==> src/rtl/uart_rx_pkg.sv <==
// uart_rx_pkg: shared types and reset constants for the UART receive
// scheduling block (config FSM states, FIFO entry layout, reset config).
package uart_rx_pkg;

    typedef enum logic [1:0] {
        RUN   = 2'd0,
        PEND  = 2'd1,
        APPLY = 2'd2
    } cfg_state_e;

    typedef struct packed {
        logic       perr;
        logic [7:0] data;
    } rx_entry_t;

    localparam logic RST_BIT8       = 1'b1;
    localparam logic RST_PARITY_EN  = 1'b0;
    localparam logic RST_ODD_N_EVEN = 1'b0;

endpackage

==> src/rtl/uart_rx_fifo.sv <==
// uart_rx_fifo: first-word-fall-through receive FIFO of rx_entry_t.
// Ports:
//   clk, rst_n       clock, async active-low reset
//   push, push_entry write request and entry
//   pop              read request (ignored when empty)
//   head             head entry (combinational), last popped entry when empty
//   valid            FIFO non-empty
//   drop             push refused because FIFO full and no pop this cycle
module uart_rx_fifo
    import uart_rx_pkg::*;
#(
    parameter int unsigned DEPTH = 4
) (
    input  logic      clk,
    input  logic      rst_n,
    input  logic      push,
    input  rx_entry_t push_entry,
    input  logic      pop,
    output rx_entry_t head,
    output logic      valid,
    output logic      drop
);

    localparam int unsigned AW = $clog2(DEPTH);
    localparam int unsigned PW = AW + 1;

    logic [PW-1:0] wr_ptr_q, wr_ptr_d;
    logic [PW-1:0] rd_ptr_q, rd_ptr_d;
    rx_entry_t     mem_q [DEPTH];
    rx_entry_t     mem_d [DEPTH];
    rx_entry_t     hold_q, hold_d;
    logic          empty_s, full_s, push_ok_s, pop_ok_s;

    assign empty_s   = (wr_ptr_q == rd_ptr_q);
    assign full_s    = (wr_ptr_q[AW] != rd_ptr_q[AW]) &&
                       (wr_ptr_q[AW-1:0] == rd_ptr_q[AW-1:0]);
    assign pop_ok_s  = pop && !empty_s;
    // A full FIFO still accepts a push when the head leaves in the same cycle.
    assign push_ok_s = push && (!full_s || pop_ok_s);
    assign drop      = push && full_s && !pop_ok_s;
    assign valid     = !empty_s;
    assign head      = empty_s ? hold_q : mem_q[rd_ptr_q[AW-1:0]];

    // Next-state for pointers, storage and the held output value.
    always_comb begin
        wr_ptr_d = wr_ptr_q;
        rd_ptr_d = rd_ptr_q;
        mem_d    = mem_q;
        hold_d   = hold_q;
        if (push_ok_s) begin
            mem_d[wr_ptr_q[AW-1:0]] = push_entry;
            wr_ptr_d = wr_ptr_q + PW'(1);
        end else begin
            wr_ptr_d = wr_ptr_q;
        end
        if (pop_ok_s) begin
            rd_ptr_d = rd_ptr_q + PW'(1);
            hold_d   = mem_q[rd_ptr_q[AW-1:0]];
        end else begin
            rd_ptr_d = rd_ptr_q;
        end
    end

    // FIFO state registers.
    always_ff @(posedge clk or negedge rst_n) begin
        if (!rst_n) begin
            wr_ptr_q <= '0;
            rd_ptr_q <= '0;
            hold_q   <= '0;
            for (int i = 0; i < int'(DEPTH); i++) begin
                mem_q[i] <= '0;
            end
        end else begin
            wr_ptr_q <= wr_ptr_d;
            rd_ptr_q <= rd_ptr_d;
            hold_q   <= hold_d;
            mem_q    <= mem_d;
        end
    end

endmodule

==> src/rtl/uart_rx_sched.sv <==
// uart_rx_sched: control/sequencing for the UART receive datapath.
// Generates the 16x baud enable, defers frame configuration changes until
// the receiver is idle, buffers received bytes with parity status, and
// keeps sticky overflow / framing status.
// Optional feature macro: UART_RX_TIMEOUT_EN (idle receive timeout).
// Ports:
//   CLK, RESET_N                  clock, async active-low reset
//   cfg_* / cfg_wr / cfg_busy     host config request and pending flag
//   baud_en, rx_bit8/parity_en/odd_n_even   applied config to receiver
//   rx_idle/data/stb/parity_err/framing_err, rx_clr_err   receiver side
//   rd_en, rd_data, rd_perr, rd_valid   FIFO read port
//   overflow, ferr, stat_clr, timeout   status
module uart_rx_sched
    import uart_rx_pkg::*;
#(
    parameter int unsigned DIV_W         = 13,
    parameter int unsigned FIFO_DEPTH    = 4,
    parameter int unsigned TIMEOUT_CHARS = 4
) (
    input  logic             CLK,
    input  logic             RESET_N,
    input  logic [DIV_W-1:0] cfg_baud_val,
    input  logic             cfg_bit8,
    input  logic             cfg_parity_en,
    input  logic             cfg_odd_n_even,
    input  logic             cfg_wr,
    output logic             cfg_busy,
    output logic             baud_en,
    output logic             rx_bit8,
    output logic             rx_parity_en,
    output logic             rx_odd_n_even,
    input  logic             rx_idle,
    input  logic [7:0]       rx_data,
    input  logic             rx_stb,
    input  logic             rx_parity_err,
    input  logic             rx_framing_err,
    output logic             rx_clr_err,
    input  logic             rd_en,
    output logic [7:0]       rd_data,
    output logic             rd_perr,
    output logic             rd_valid,
    output logic             overflow,
    output logic             ferr,
    input  logic             stat_clr,
    output logic             timeout
);

    cfg_state_e       state_q, state_d;
    logic [DIV_W-1:0] sh_div_q, sh_div_d;
    logic             sh_bit8_q, sh_bit8_d;
    logic             sh_par_q, sh_par_d;
    logic             sh_odd_q, sh_odd_d;
    logic             cfg_busy_q, cfg_busy_d;
    logic             rx_bit8_q, rx_bit8_d;
    logic             rx_par_q, rx_par_d;
    logic             rx_odd_q, rx_odd_d;
    logic [DIV_W-1:0] div_q, div_d;
    logic [DIV_W-1:0] cnt_q, cnt_d;
    logic             baud_en_q, baud_en_d;
    logic             clr_err_q, clr_err_d;
    logic             overflow_q, overflow_d;
    logic             ferr_q, ferr_d;
    logic             apply_s, tick_s, drop_s;
    rx_entry_t        head_s;

    // Config FSM: capture requests into shadow registers, apply when idle.
    always_comb begin
        state_d  = state_q;
        sh_div_d = sh_div_q;
        sh_bit8_d = sh_bit8_q;
        sh_par_d = sh_par_q;
        sh_odd_d = sh_odd_q;
        if (cfg_wr) begin
            sh_div_d  = cfg_baud_val;
            sh_bit8_d = cfg_bit8;
            sh_par_d  = cfg_parity_en;
            sh_odd_d  = cfg_odd_n_even;
        end else begin
            sh_div_d  = sh_div_q;
        end
        case (state_q)
            RUN: begin
                if (cfg_wr) state_d = PEND;
                else        state_d = RUN;
            end
            PEND: begin
                // A byte strobe means the receiver is just leaving a frame.
                if (rx_idle && !rx_stb) state_d = APPLY;
                else                    state_d = PEND;
            end
            APPLY: begin
                // A write landing in the apply cycle is kept for a new round.
                if (cfg_wr) state_d = PEND;
                else        state_d = RUN;
            end
            default: state_d = RUN;
        endcase
    end

    assign apply_s = (state_q == APPLY);
    // Applying acts like a counter at zero: pulse next cycle, reload new divisor.
    assign tick_s  = apply_s || (cnt_q == '0);

    // Applied config, divisor and baud counter next-state.
    always_comb begin
        cfg_busy_d = (state_d != RUN);
        if (apply_s) begin
            rx_bit8_d = sh_bit8_q;
            rx_par_d  = sh_par_q;
            rx_odd_d  = sh_odd_q;
            div_d     = sh_div_q;
        end else begin
            rx_bit8_d = rx_bit8_q;
            rx_par_d  = rx_par_q;
            rx_odd_d  = rx_odd_q;
            div_d     = div_q;
        end
        baud_en_d = tick_s;
        if (tick_s) cnt_d = div_d;
        else        cnt_d = cnt_q - DIV_W'(1);
    end

    // Status next-state; a set in the same cycle as stat_clr wins.
    always_comb begin
        clr_err_d = rx_stb;
        if (drop_s)        overflow_d = 1'b1;
        else if (stat_clr) overflow_d = 1'b0;
        else               overflow_d = overflow_q;
        if (rx_framing_err) ferr_d = 1'b1;
        else if (stat_clr)  ferr_d = 1'b0;
        else                ferr_d = ferr_q;
    end

    // Control, config and status registers.
    always_ff @(posedge CLK or negedge RESET_N) begin
        if (!RESET_N) begin
            state_q    <= RUN;
            sh_div_q   <= '0;
            sh_bit8_q  <= RST_BIT8;
            sh_par_q   <= RST_PARITY_EN;
            sh_odd_q   <= RST_ODD_N_EVEN;
            cfg_busy_q <= 1'b0;
            rx_bit8_q  <= RST_BIT8;
            rx_par_q   <= RST_PARITY_EN;
            rx_odd_q   <= RST_ODD_N_EVEN;
            div_q      <= '0;
            cnt_q      <= '0;
            baud_en_q  <= 1'b0;
            clr_err_q  <= 1'b0;
            overflow_q <= 1'b0;
            ferr_q     <= 1'b0;
        end else begin
            state_q    <= state_d;
            sh_div_q   <= sh_div_d;
            sh_bit8_q  <= sh_bit8_d;
            sh_par_q   <= sh_par_d;
            sh_odd_q   <= sh_odd_d;
            cfg_busy_q <= cfg_busy_d;
            rx_bit8_q  <= rx_bit8_d;
            rx_par_q   <= rx_par_d;
            rx_odd_q   <= rx_odd_d;
            div_q      <= div_d;
            cnt_q      <= cnt_d;
            baud_en_q  <= baud_en_d;
            clr_err_q  <= clr_err_d;
            overflow_q <= overflow_d;
            ferr_q     <= ferr_d;
        end
    end

    uart_rx_fifo #(.DEPTH(FIFO_DEPTH)) u_fifo (
        .clk        (CLK),
        .rst_n      (RESET_N),
        .push       (rx_stb),
        .push_entry ('{perr: rx_parity_err, data: rx_data}),
        .pop        (rd_en),
        .head       (head_s),
        .valid      (rd_valid),
        .drop       (drop_s)
    );

    assign cfg_busy      = cfg_busy_q;
    assign baud_en       = baud_en_q;
    assign rx_bit8       = rx_bit8_q;
    assign rx_parity_en  = rx_par_q;
    assign rx_odd_n_even = rx_odd_q;
    assign rx_clr_err    = clr_err_q;
    assign rd_data       = head_s.data;
    assign rd_perr       = head_s.perr;
    assign overflow      = overflow_q;
    assign ferr          = ferr_q;

`ifdef UART_RX_TIMEOUT_EN
    // One character is 10 bit times of 16 oversample ticks.
    localparam int unsigned TO_TC = 16 * 10 * TIMEOUT_CHARS;
    localparam int unsigned TO_W  = $clog2(TO_TC + 1);

    logic [TO_W-1:0] to_cnt_q, to_cnt_d;
    logic            timeout_q, timeout_d;
    logic            push_ok_s, pop_ok_s, to_hit_s;

    assign pop_ok_s  = rd_en && rd_valid;
    assign push_ok_s = rx_stb && !drop_s;
    assign to_hit_s  = rd_valid && !push_ok_s && !pop_ok_s && baud_en_q &&
                       (to_cnt_q == TO_W'(TO_TC - 1));

    // Idle counter and sticky timeout next-state.
    always_comb begin
        if (push_ok_s || pop_ok_s || !rd_valid)           to_cnt_d = '0;
        else if (baud_en_q && (to_cnt_q != TO_W'(TO_TC))) to_cnt_d = to_cnt_q + TO_W'(1);
        else                                              to_cnt_d = to_cnt_q;
        if (to_hit_s)                  timeout_d = 1'b1;
        else if (pop_ok_s || stat_clr) timeout_d = 1'b0;
        else                           timeout_d = timeout_q;
    end

    // Timeout registers.
    always_ff @(posedge CLK or negedge RESET_N) begin
        if (!RESET_N) begin
            to_cnt_q  <= '0;
            timeout_q <= 1'b0;
        end else begin
            to_cnt_q  <= to_cnt_d;
            timeout_q <= timeout_d;
        end
    end

    assign timeout = timeout_q;
`else
    assign timeout = 1'b0;
`endif

endmodule

==> config.mk <==
export PLATFORM = sky130hd
export DESIGN_NAME = uart_rx_sched
export DESIGN_NICKNAME = d
export VERILOG_FILES = /design/src/rtl/uart_rx_pkg.sv /design/src/rtl/uart_rx_fifo.sv /design/src/rtl/uart_rx_sched.sv
export SDC_FILE = /design/constraint.sdc
export NUM_CORES = 1
export LEC_CHECK = 0
export ABC_AREA = 0
export CORE_MARGIN = 2
export CORE_UTILIZATION = 55
export CTS_CLUSTER_DIAMETER = 30
export DETAILED_ROUTE_END_ITERATION = 10
export PLACE_DENSITY = 0.87
export SKIP_CTS_REPAIR_TIMING = 1
export SLEW_MARGIN = 30
export SYNTH_ARGS = -nofsm -noshare
export SYNTH_HDL_FRONTEND = slang
export SYNTH_SLANG_ARGS = --single-unit
==> constraint.sdc <==
create_clock -name CLK -period 2.77 [get_ports CLK]
set_clock_uncertainty 0.2 [all_clocks]
set_input_delay 0.277 -clock CLK [delete_from_list [all_inputs] [get_ports CLK]]
set_output_delay 0.277 -clock CLK [all_outputs]
set_load 0.01 [all_outputs]
==> impl_metrics.env <==
export IMPL_synth_xor_area_share_pct=3.47
export IMPL_clkTransAtPathRegs_ns=0.11
export IMPL_cap_violations=0
export IMPL_cts_buffers=9
export IMPL_crit_type="flip-flop to primary output"
export IMPL_synthSimpleGateAreaFrac_pct=4.60
export IMPL_synth_top_family_by_area="multiplexers"
export IMPL_grt_busiest_layer="met2"
export IMPL_synth_area_top_cells="dfrtp_1 (56%), mux2_2 (23%), mux4_2 (4.5%)"
export IMPL_pwr_density_cell_nw_per_um2=1140
export IMPL_hold_viol=0
export IMPL_die_w_um=94.9
export IMPL_synthesis_nets=336
export IMPL_synth_top_cell_area_share_pct=55.6
export IMPL_worstMarginPinSlew_ns=0.798
export IMPL_io_pins=52
export IMPL_ant_nets=0
export IMPL_coreArea_um2=8130
export IMPL_synth_compound_area_share_pct=1.18
export IMPL_vias=2562
export IMPL_gp_congestion=0.779
export IMPL_arrival_ns=2.22
export IMPL_io_buffers=50
export IMPL_synthCells=296
export IMPL_clk_latency_ns=0.37
export IMPL_leakage_nw=2.38
export IMPL_synthArstFlopShare_pct=100
export IMPL_yosys_warnings=0
export IMPL_r2r_slack_ns=0.50
export IMPL_cts_max_level=3
export IMPL_cp_max_fo=12
export IMPL_cts_sinks=103
export IMPL_clockBufferDepth=2
export IMPL_syn_cell_area_um2=4550
export IMPL_cts_root_buf="clkbuf_8"
export IMPL_synth_seq_area_share_pct=56.7
export IMPL_synth_top_cell_by_area="dfrtp_1"
export IMPL_setup_viol=0
export IMPL_drt_iter0_drc=60
export IMPL_fmax_mhz=371
export IMPL_post_synth_top_count_cell="dfrtp_1"
export IMPL_tritoncts="yes"
export IMPL_wl_um=7680
export IMPL_area_delta_synth_final_pct=19.6
export IMPL_min_period_ns=2.70
export IMPL_dieArea_um2=9010
export IMPL_grt_pass1_wl_um=12600
export IMPL_grt_usage_pct=18.4
export IMPL_drive_above_1_share_pct=41.0
export IMPL_met2_usage_pct=31.7
export IMPL_finalWorstSetupSlack_ns=0.0714
export IMPL_final_core_util_pct=66.8
export IMPL_start_kind="flip-flop"
export IMPL_grt_pass1_vias=2665
export IMPL_grtUsageMet3_pct=3.83
export IMPL_min_period_over_period_pct=97.4
export IMPL_power_mw=6.20
export IMPL_status="complete, no violations"
export IMPL_initial_core_util_pct=55.9
export IMPL_drc=0
export IMPL_first_pass_iters=4
export IMPL_synthMuxAreaShare_pct=30.0
export IMPL_holdCritPathClass="input port to flip-flop"
export IMPL_post_place_ws_ns=0.293
export IMPL_diodes=0
export IMPL_wire_per_inst_um=16.5
export IMPL_finalSetupTns_ns=0
export IMPL_slew_headroom_pct=46.7
export IMPL_viasPerCell=5.50
export IMPL_yosysUniqueCellTypes=34
export IMPL_grt_max_degree=53
export IMPL_netlist_top_cells_count="dfrtp_1 (101), mux2_2 (91), xnor2_1 (12)"
export IMPL_nets=396
export IMPL_num_rows=33
export IMPL_antenna_found_initial=0
export IMPL_ys_flop_type="dfrtp_1"
export IMPL_die_y_um=94.9
export IMPL_cp_end_kind="primary output"
export IMPL_met1_usage_pct=22.8
export IMPL_ir_drop_v=0.000466
export IMPL_synth_seq_cells=103
export IMPL_postSynthAreaPerCell_um2=15.4
export IMPL_grt_overflow=0
export IMPL_slew_viol_final=0
export IMPL_yosys_area_share_adder_pct=1.93
export IMPL_cp_required_ns=2.29
export IMPL_synth_edf_count=0
export IMPL_dp_hpwl_um=5170
==> report_power, final <==
group / switching [mW] / leakage, nW / total (mW) / internal, mW
registers: 0.398 / 1.23 / 2.56 / 2.16
clock network: 0.542 / 0.0927 / 0.888 / 0.346
logic: 1.05 / 1.07 / 2.75 / 1.71
total: 1.99 / 2.38 / 6.20 / 4.21
==> final timing paths <==
| check | start | endpoint | cells after the start |
|---|---|---|---|
| max reg2reg | cnt_q[3] | cnt_q[12] | 4 |
| min reg2reg | ferr | ferr | 1 |
| min in group asynchronous | RESET_N | u_fifo.hold_q[1] | 2 |
| min | rx_stb | rx_clr_err | 1 |
| max in group asynchronous | RESET_N | sh_bit8_q | 3 |
| max | u_fifo.rd_ptr_q[2] | rd_perr | 5 |
==> layout make-up <==
class | instances | area [um^2]
inverter | 8 | 30.0
multi-input combinational | 175 | 1900
sequential | 103 | 2580
fill | 570 | 2700
clock inverter | 7 | 62.6
clock buffer | 9 | 124
timing repair buffer | 59 | 611
tap | 105 | 131
==> sequential cells by signal (all words and copies together) (netlist names), 2 cells and up <==
signal	count
u_fifo.mem_q	36
cnt_q	13
div_q	13
sh_div_q	13
u_fifo.hold_q	9
u_fifo.rd_ptr_q	3
u_fifo.wr_ptr_q	3
state_q	2
==> routing by layer <==
layer  up-vias  part of all wire, %  wire length (um)
met1      1328                   43              3310
li1       1178                    -                 -
met4         0                  1.1                84
met2        47                   52              4000
met5         -                    0                 0
met3         9                  3.7               283
==> logic make-up (layout without fill, tap and decap cells) <==
kind of cell	count (synthesis)	in the layout
compound gates	6	6
xor+xnor	18	18
fa+ha+maj	7	7
buf+inv	18	83
flops	103	103
mux	109	109
other cells	1	1
simple gates	34	34
==> placed cells by master, fill, tap and decap left out, types with 2 or more instances in the layout <==
cell type,count
ha_1,7
clkbuf_8,9
nand2_2,4
mux2_2,91
buf_12,2
xnor2_2,2
dfrtp_1,100
nor3_1,2
xor2_1,5
dlymetal6s2s_1,7
dfstp_2,2
mux4_2,9
nor4_1,2
nor2b_1,3
nor2_1,4
nand2b_1,3
inv_6,3
nor3b_1,2
o21ai_0,2
nand2_1,6
nand3_1,3
xnor2_1,10
buf_4,7
clkinv_4,2
inv_1,8
clkdlybuf4s50_1,42
mux2_4,9
==> per-stage QoR <==
step	cell area [um^2]	std cells	hold slack, ns
global placement	5160	446	0.147
detailed placement	5160	446	0.148
floorplan	4550	296	-0.219
finish	5440	466	0.239
global route	5440	466	0.241
CTS	5350	462	-0.262
==> worst max-delay path, cell delays in order, from the launching register on <==
cell             delay (ns)
dfrtp_1                0.43
xor2_2                 0.23
nand3b_1               0.15
buf_4                  0.21
mux2_2                 0.35
clkdlybuf4s50_1        0.48
No activity file was read; power rests on OpenSTA's default activity.
